==> src/rtl/tone_dec_pkg.sv <==
// Shared constants and types for the tone period decoder: note thresholds,
// output field widths and the measurement FSM states.
package tone_dec_pkg;

  localparam int unsigned NOTE_W    = 4;
  localparam int unsigned OCT_W     = 4;
  localparam int unsigned NUM_NOTES = 12;

  // Normalized-period thresholds; entry 0 is the lowest.
  localparam logic [NUM_NOTES-1:0][7:0] NOTE_THRESH = {
    8'd247, 8'd233, 8'd220, 8'd208, 8'd196, 8'd185,
    8'd175, 8'd165, 8'd156, 8'd147, 8'd139, 8'd131
  };

  typedef enum logic {
    IDLE,
    MEASURE
  } state_e;

endpackage

==> src/rtl/tone_note_classify.sv <==
// Combinational period classifier: leading-zero count, 8-bit normalization and
// threshold compare, producing pitch class and octave code.
module tone_note_classify
  import tone_dec_pkg::*;
#(
  parameter int unsigned CNT_W = 16
) (
  input  logic [CNT_W-1:0]  period_i,
  output logic [NOTE_W-1:0] note_o,
  output logic [OCT_W-1:0]  octave_o
);

  localparam int unsigned LZ_W = $clog2(CNT_W + 1);

  logic [LZ_W-1:0]  lz;
  logic [CNT_W-1:0] norm;
  logic [7:0]       mant;
  logic [3:0]       n;

  always_comb begin
    lz = LZ_W'(CNT_W);
    // Scan upward so the highest set bit determines the count.
    for (int i = 0; i < CNT_W; i++) begin
      if (period_i[i]) lz = LZ_W'(int'(CNT_W) - 1 - i);
    end
    norm = period_i << lz;
    mant = norm[CNT_W-1 -: 8];

    n = 4'd0;
    for (int k = 0; k < NUM_NOTES; k++) begin
      if (mant >= NOTE_THRESH[k]) n = n + 4'd1;
    end

    if (n < 4'(NUM_NOTES)) begin
      note_o   = NOTE_W'(n);
      octave_o = OCT_W'(lz);
    end else if (lz != '0) begin
      // Above the top threshold the note belongs to the next octave down in lz.
      note_o   = '0;
      octave_o = OCT_W'(lz - LZ_W'(1));
    end else begin
      note_o   = NOTE_W'(NUM_NOTES - 1);
      octave_o = '0;
    end
  end

endmodule

==> src/rtl/tone_period_decoder.sv <==
// Measures the period of a 1-bit tone line between rising edges, tracks period
// stability for lock, and classifies each period into note and octave.
module tone_period_decoder
  import tone_dec_pkg::*;
#(
  parameter int unsigned CNT_W     = 16,
  parameter int unsigned STABLE_N  = 4,
  parameter int unsigned TOL_SHIFT = 4
) (
  input  logic              clk,
  input  logic              rst_n,
  input  logic              ena,
  input  logic              tone_i,
  output logic [CNT_W-1:0]  period_o,
  output logic              period_valid_o,
  output logic              locked_o,
  output logic              silence_o,
  output logic [NOTE_W-1:0] note_o,
  output logic [OCT_W-1:0]  octave_o,
  output logic              note_valid_o
);

  localparam logic [CNT_W-1:0] CNT_MAX    = '1;
  localparam logic [3:0]       STABLE_MAX = 4'(STABLE_N);

  logic s1_q, s2_q, prev_q, rise;

  state_e             state_q, state_d;
  logic [CNT_W-1:0]   cnt_q, cnt_d;
  logic [CNT_W-1:0]   period_q, period_d;
  logic [CNT_W-1:0]   prev_period_q, prev_period_d;
  logic               have_prev_q, have_prev_d;
  logic [3:0]         stable_q, stable_d;
  logic               period_valid_q, period_valid_d;
  logic               locked_q, locked_d;
  logic               silence_q, silence_d;
  logic [NOTE_W-1:0]  note_q, note_d, cls_note;
  logic [OCT_W-1:0]   octave_q, octave_d, cls_octave;
  logic               note_valid_q, note_valid_d;

  logic [CNT_W-1:0]   meas_period, diff, tol;

  // Synchronizer survives ena low so the edge detector never sees a false rise.
  always_ff @(posedge clk or negedge rst_n) begin
    if (!rst_n) begin
      s1_q   <= 1'b0;
      s2_q   <= 1'b0;
      prev_q <= 1'b0;
    end else begin
      s1_q   <= tone_i;
      s2_q   <= s1_q;
      prev_q <= s2_q;
    end
  end

  assign rise = s2_q & ~prev_q;

  tone_note_classify #(
    .CNT_W (CNT_W)
  ) u_classify (
    .period_i (period_q),
    .note_o   (cls_note),
    .octave_o (cls_octave)
  );

  always_comb begin
    // An edge coinciding with the counter maximum saturates rather than wraps.
    meas_period = (cnt_q == CNT_MAX) ? CNT_MAX : cnt_q + 1'b1;
    diff        = (meas_period >= prev_period_q) ? meas_period - prev_period_q
                                                 : prev_period_q - meas_period;
    tol         = prev_period_q >> TOL_SHIFT;

    state_d        = state_q;
    cnt_d          = cnt_q;
    period_d       = period_q;
    period_valid_d = 1'b0;
    locked_d       = locked_q;
    silence_d      = silence_q;
    stable_d       = stable_q;
    prev_period_d  = prev_period_q;
    have_prev_d    = have_prev_q;
    note_d         = note_q;
    octave_d       = octave_q;
    note_valid_d   = 1'b0;

    unique case (state_q)
      IDLE: begin
        cnt_d = '0;
        if (rise) begin
          state_d   = MEASURE;
          silence_d = 1'b0;
        end
      end
      MEASURE: begin
        if (rise) begin
          cnt_d          = '0;
          period_d       = meas_period;
          period_valid_d = 1'b1;
          if (have_prev_q && (diff <= tol)) begin
            stable_d = (stable_q == STABLE_MAX) ? stable_q : stable_q + 4'd1;
          end else begin
            stable_d = 4'd1;
          end
          locked_d      = (stable_d == STABLE_MAX);
          prev_period_d = meas_period;
          have_prev_d   = 1'b1;
        end else if (cnt_q == CNT_MAX) begin
          state_d     = IDLE;
          cnt_d       = '0;
          silence_d   = 1'b1;
          locked_d    = 1'b0;
          stable_d    = '0;
          have_prev_d = 1'b0;
        end else begin
          cnt_d = cnt_q + 1'b1;
        end
      end
      default: state_d = IDLE;
    endcase

    if (period_valid_q) begin
      note_d       = cls_note;
      octave_d     = cls_octave;
      note_valid_d = 1'b1;
    end

    if (!ena) begin
      state_d        = IDLE;
      cnt_d          = '0;
      period_d       = '0;
      period_valid_d = 1'b0;
      locked_d       = 1'b0;
      silence_d      = 1'b1;
      stable_d       = '0;
      prev_period_d  = '0;
      have_prev_d    = 1'b0;
      note_d         = '0;
      octave_d       = '0;
      note_valid_d   = 1'b0;
    end
  end

  always_ff @(posedge clk or negedge rst_n) begin
    if (!rst_n) begin
      state_q        <= IDLE;
      cnt_q          <= '0;
      period_q       <= '0;
      period_valid_q <= 1'b0;
      locked_q       <= 1'b0;
      silence_q      <= 1'b1;
      stable_q       <= '0;
      prev_period_q  <= '0;
      have_prev_q    <= 1'b0;
      note_q         <= '0;
      octave_q       <= '0;
      note_valid_q   <= 1'b0;
    end else begin
      state_q        <= state_d;
      cnt_q          <= cnt_d;
      period_q       <= period_d;
      period_valid_q <= period_valid_d;
      locked_q       <= locked_d;
      silence_q      <= silence_d;
      stable_q       <= stable_d;
      prev_period_q  <= prev_period_d;
      have_prev_q    <= have_prev_d;
      note_q         <= note_d;
      octave_q       <= octave_d;
      note_valid_q   <= note_valid_d;
    end
  end

  assign period_o       = period_q;
  assign period_valid_o = period_valid_q;
  assign locked_o       = locked_q;
  assign silence_o      = silence_q;
  assign note_o         = note_q;
  assign octave_o       = octave_q;
  assign note_valid_o   = note_valid_q;

endmodule
==> config.mk <==
export PLATFORM = sky130hd
export DESIGN_NAME = tone_period_decoder
export DESIGN_NICKNAME = d
export VERILOG_FILES = /design/src/rtl/tone_dec_pkg.sv /design/src/rtl/tone_note_classify.sv /design/src/rtl/tone_period_decoder.sv
export SDC_FILE = /design/constraint.sdc
export NUM_CORES = 1
export LEC_CHECK = 0
export ABC_CLOCK_PERIOD_IN_PS = 7800
export CORE_MARGIN = 1.5
export CORE_UTILIZATION = 40
export DETAILED_ROUTE_END_ITERATION = 10
export HOLD_SLACK_MARGIN = 0.08
export SYNTH_ARGS = -nofsm -noshare
export SYNTH_HDL_FRONTEND = slang
export SYNTH_HIERARCHICAL = 1
export SYNTH_SLANG_ARGS = --single-unit
==> constraint.sdc <==
create_clock -name clk -period 7.8 [get_ports clk]
set_clock_uncertainty 0.05 [all_clocks]
set_input_delay 1.56 -clock clk [delete_from_list [all_inputs] [get_ports clk]]
set_output_delay 1.56 -clock clk [all_outputs]
set_load 0.01 [all_outputs]
==> flow_summary.yaml <==
critical_path:
  cp_max_fo: 7
  slowest_stage: "dfrtp_2"
  path_class: "reg -> reg"
  path_delay_family: "compound AO/OA/AOI/OAI gates"
  end_kind: "register"
  critPathArrivalTime_ps: 8380
  required_ps: 7930
  crit_buf_inv: 6
  cp-start-kind: "register"
  cpPeakStageDelay_ps: 450
floorplanning:
  coreArea_mm2: 0.01652
  die_area_mm2: 0.01760
  die_width_um: 132.7
  initial_utilization: 0.4070
  dieHeight_um: 132.7
  fp-row-count: 47
  ios: 32
cells_and_area:
  multi_input_area_mm2: 0.005440
  fillers: 1530
  syn_to_final_growth_pct: 36.52
  fin_nets: 1110
  final_cell_area_mm2: 0.009181
  mostFrequentLayoutCell: "buf_4"
  n_antenna_cell: 0
  drive_gt1_frac: 0.3069
  seq_area_mm2: 0.001338
  fin_cells: 1266
  layout_common_cells: "177 x buf_4, 91 x nand2_1, 59 x nor2_1"
yosys:
  ys_types: 103
  synth.ff_latch_count: 53
  synth_area_leaders: "dfrtp_1 19%, ha_1 11%, nand2_1 5.4%"
  synth_edf_count: 0
  avgSynthCellArea_um2: 7.847
  syn_inst: 857
  yosys_warnings: 6
  synth_top_cell_area_share: 0.1935
  yosysSeqAreaShare: 0.1974
  async_flop_share: 1.000
  ys.flop_type: "dfrtp_1"
  synth_fp_nets: 922
  synth_area_leader_cell: "dfrtp_1"
  synth_area_mm2: 0.006725
drt:
  ant_nets: 0
  drc: 0
  first_pass_iters: 5
  drt_iter0_drc: 544
  wl_per_cell_um: 16.64
  vias: 7063
  via_per_inst: 5.579
  wl_um: 21070
timing:
  tightest_slew_ps: 986.6
  fin_crit_sh: 1.057
  rsz0062_at_grt: "true"
  fmax_ghz: 0.1213
  slew_headroom: 0.3383
  final.min_clock_period_ps: 8244
  tns_ps: -2307
  finalHoldViolations: 0
  finalSetupViolCount: 8
  maxSlewViolCount: 0
  fin_ws_ps: -444.1
cts:
  cts-root-buf: "clkbuf_16"
  clk_latency_ps: 290
  clk_path_buf_depth: 2
  cts_tree: "built"
  clk_pin_slew_ps: 70
  cts.sinks: 53
  cts_buffers: 5
  htreeDepth: 2
placement:
  placed_cell_area_mm2: 0.008477
  placement.setup.worst_slack_ps: -478.6
  gp_congestion: 0.9508
  dp.cells: 1219
  port_buffers: 31
  post-dp-hpwl_um: 16550
power:
  p_per_area_mw_per_mm2: 80.33
  power_uw: 737.6
  power.leakage_uw: 0.004176
  ir_worst_vdd_mv: 0.08023
global_route:
  grt_overflow: 0
  grt_use_total: 0.2343
  first_global_vias: 6880
  grt_pass1_wl_um: 33880
  antenna_found_initial: 0
  grt_max_degree: 54
run_status:
  status: "complete, but fails checks"
  violations: "setup timing"
job:
  drv_cap: 0
min_path:
  min_path_type: "reg -> reg"
==> Yosys cell counts, types with 4 or more instances <==
library cell / number
and2_1: 12
o221ai_1: 5
nor3_1: 10
a211o_1: 5
nand3_1: 27
nand4_1: 11
mux2_2: 6
a21o_1: 7
o2111ai_1: 4
a211oi_1: 11
nand2b_1: 5
a21boi_0: 5
o21ai_0: 57
xor2_1: 29
inv_1: 53
o22ai_1: 4
a21oi_1: 55
nand3b_1: 4
a31oi_1: 10
ha_1: 59
and3_1: 9
o211ai_1: 9
buf_2: 15
mux2i_1: 31
clkbuf_1: 17
o21a_1: 7
dfrtp_1: 52
o31a_1: 4
xnor2_1: 21
o31ai_1: 8
o21ai_1: 15
nand2_1: 97
nor4_1: 5
nor2b_1: 23
nor2_1: 68
==> worst register-to-register path: cells and delay by family (launching register included) <==
family                     cells  cell delay (ps)
and+or+nand+nor               11             1480
buffers and inverters          6              710
adders and majority gates      6             1570
DFF                            1              450
xor gates and xnor gates       4              660
AOI/OAI and AO/OA             11             2030
muxes                          5             1190
==> sequential cells by signal, indices dropped and copies added (netlist names) <==
signal          flops
locked_o            1
note_o              4
have_prev_q         1
silence_o           1
prev_q              1
cnt_q              16
s2_q                1
note_valid_o        1
octave_o            4
stable_q            4
state_q             1
prev_period_q      16
s1_q                1
period_valid_o      1
==> power breakdown <==
group / switching [µW] / total (µW) / leakage [µW] / internal (µW)
clock network: 97.1 / 249 / 0.0000810 / 152
registers: 2.78 / 280 / 0.000715 / 277
logic: 103 / 208 / 0.00338 / 105
total: 203 / 738 / 0.00418 / 534
==> metrics by stage <==
stage	utilization	hold WS [ps]
2_1_floorplan	-	281.2
3_3_place_gp	0.5130	290.4
3_5_place_dp	0.5130	295.0
4_1_cts	0.5438	315.3
5_1_grt	0.5556	323.8
6_report	0.5556	310.7
==> final cells by class <==
cell class	instances	area share
inverter	56	0.02398
clock buffer	6	0.01404
clock inverter	2	0.004225
timing repair buffer	216	0.1887
sequential	53	0.1457
tap	220	0.02998
multi-input combinational	712	0.5925
timing repair inverter	1	0.0008177
==> cell families after synthesis <==
kind of cell	synth area share
adder cells (fa/ha/maj)	0.1157
AND/OR/NAND/NOR	0.2326
XOR/XNOR	0.07460
buffers and inverters	0.05619
multiplexers	0.05786
AO/OA/AOI/OAI	0.2657
flip-flops	0.1974
==> per-layer routing <==
layer / GRT usage / share of wire / up-vias
met4: 0.07082 / 0.023 / 0
met3: 0.01877 / 0.038 / 37
met2: 0.4084 / 0.48 / 182
met1: 0.3094 / 0.46 / 3361
met5: 0 / 0 / -
li1: - / - / 3483
==> what timing repair did <==
action	4_1_cts	5_1_grt
gates cloned	1	0
gates resized for setup	24	31
setup buffers	28	11
setup endpoints to repair	8	8
pin swaps	22	6
hold buffers	0	0
==> path summary, 6_finish.rpt <==
kind | cells after the start | from | slack [ps] | end
setup / recovery | 43 | prev_period_q[10]$_DFFE_PN0P_ | -440 | octave_o[3]$_DFFE_PN0P_
hold / removal | 0 | s1_q$_DFF_PN0_ | 310 | s2_q$_DFF_PN0_
setup reg to reg | 43 | prev_period_q[10]$_DFFE_PN0P_ | -440 | octave_o[3]$_DFFE_PN0P_
hold reg to reg | 0 | s1_q$_DFF_PN0_ | 310 | s2_q$_DFF_PN0_
max in group asynchronous | 2 | rst_n | 5870 | prev_period_q[1]$_DFFE_PN0P_
min in group asynchronous | 2 | rst_n | 1330 | cnt_q[15]$_DFF_PN0_
No activity file was read; power rests on OpenSTA's default activity.
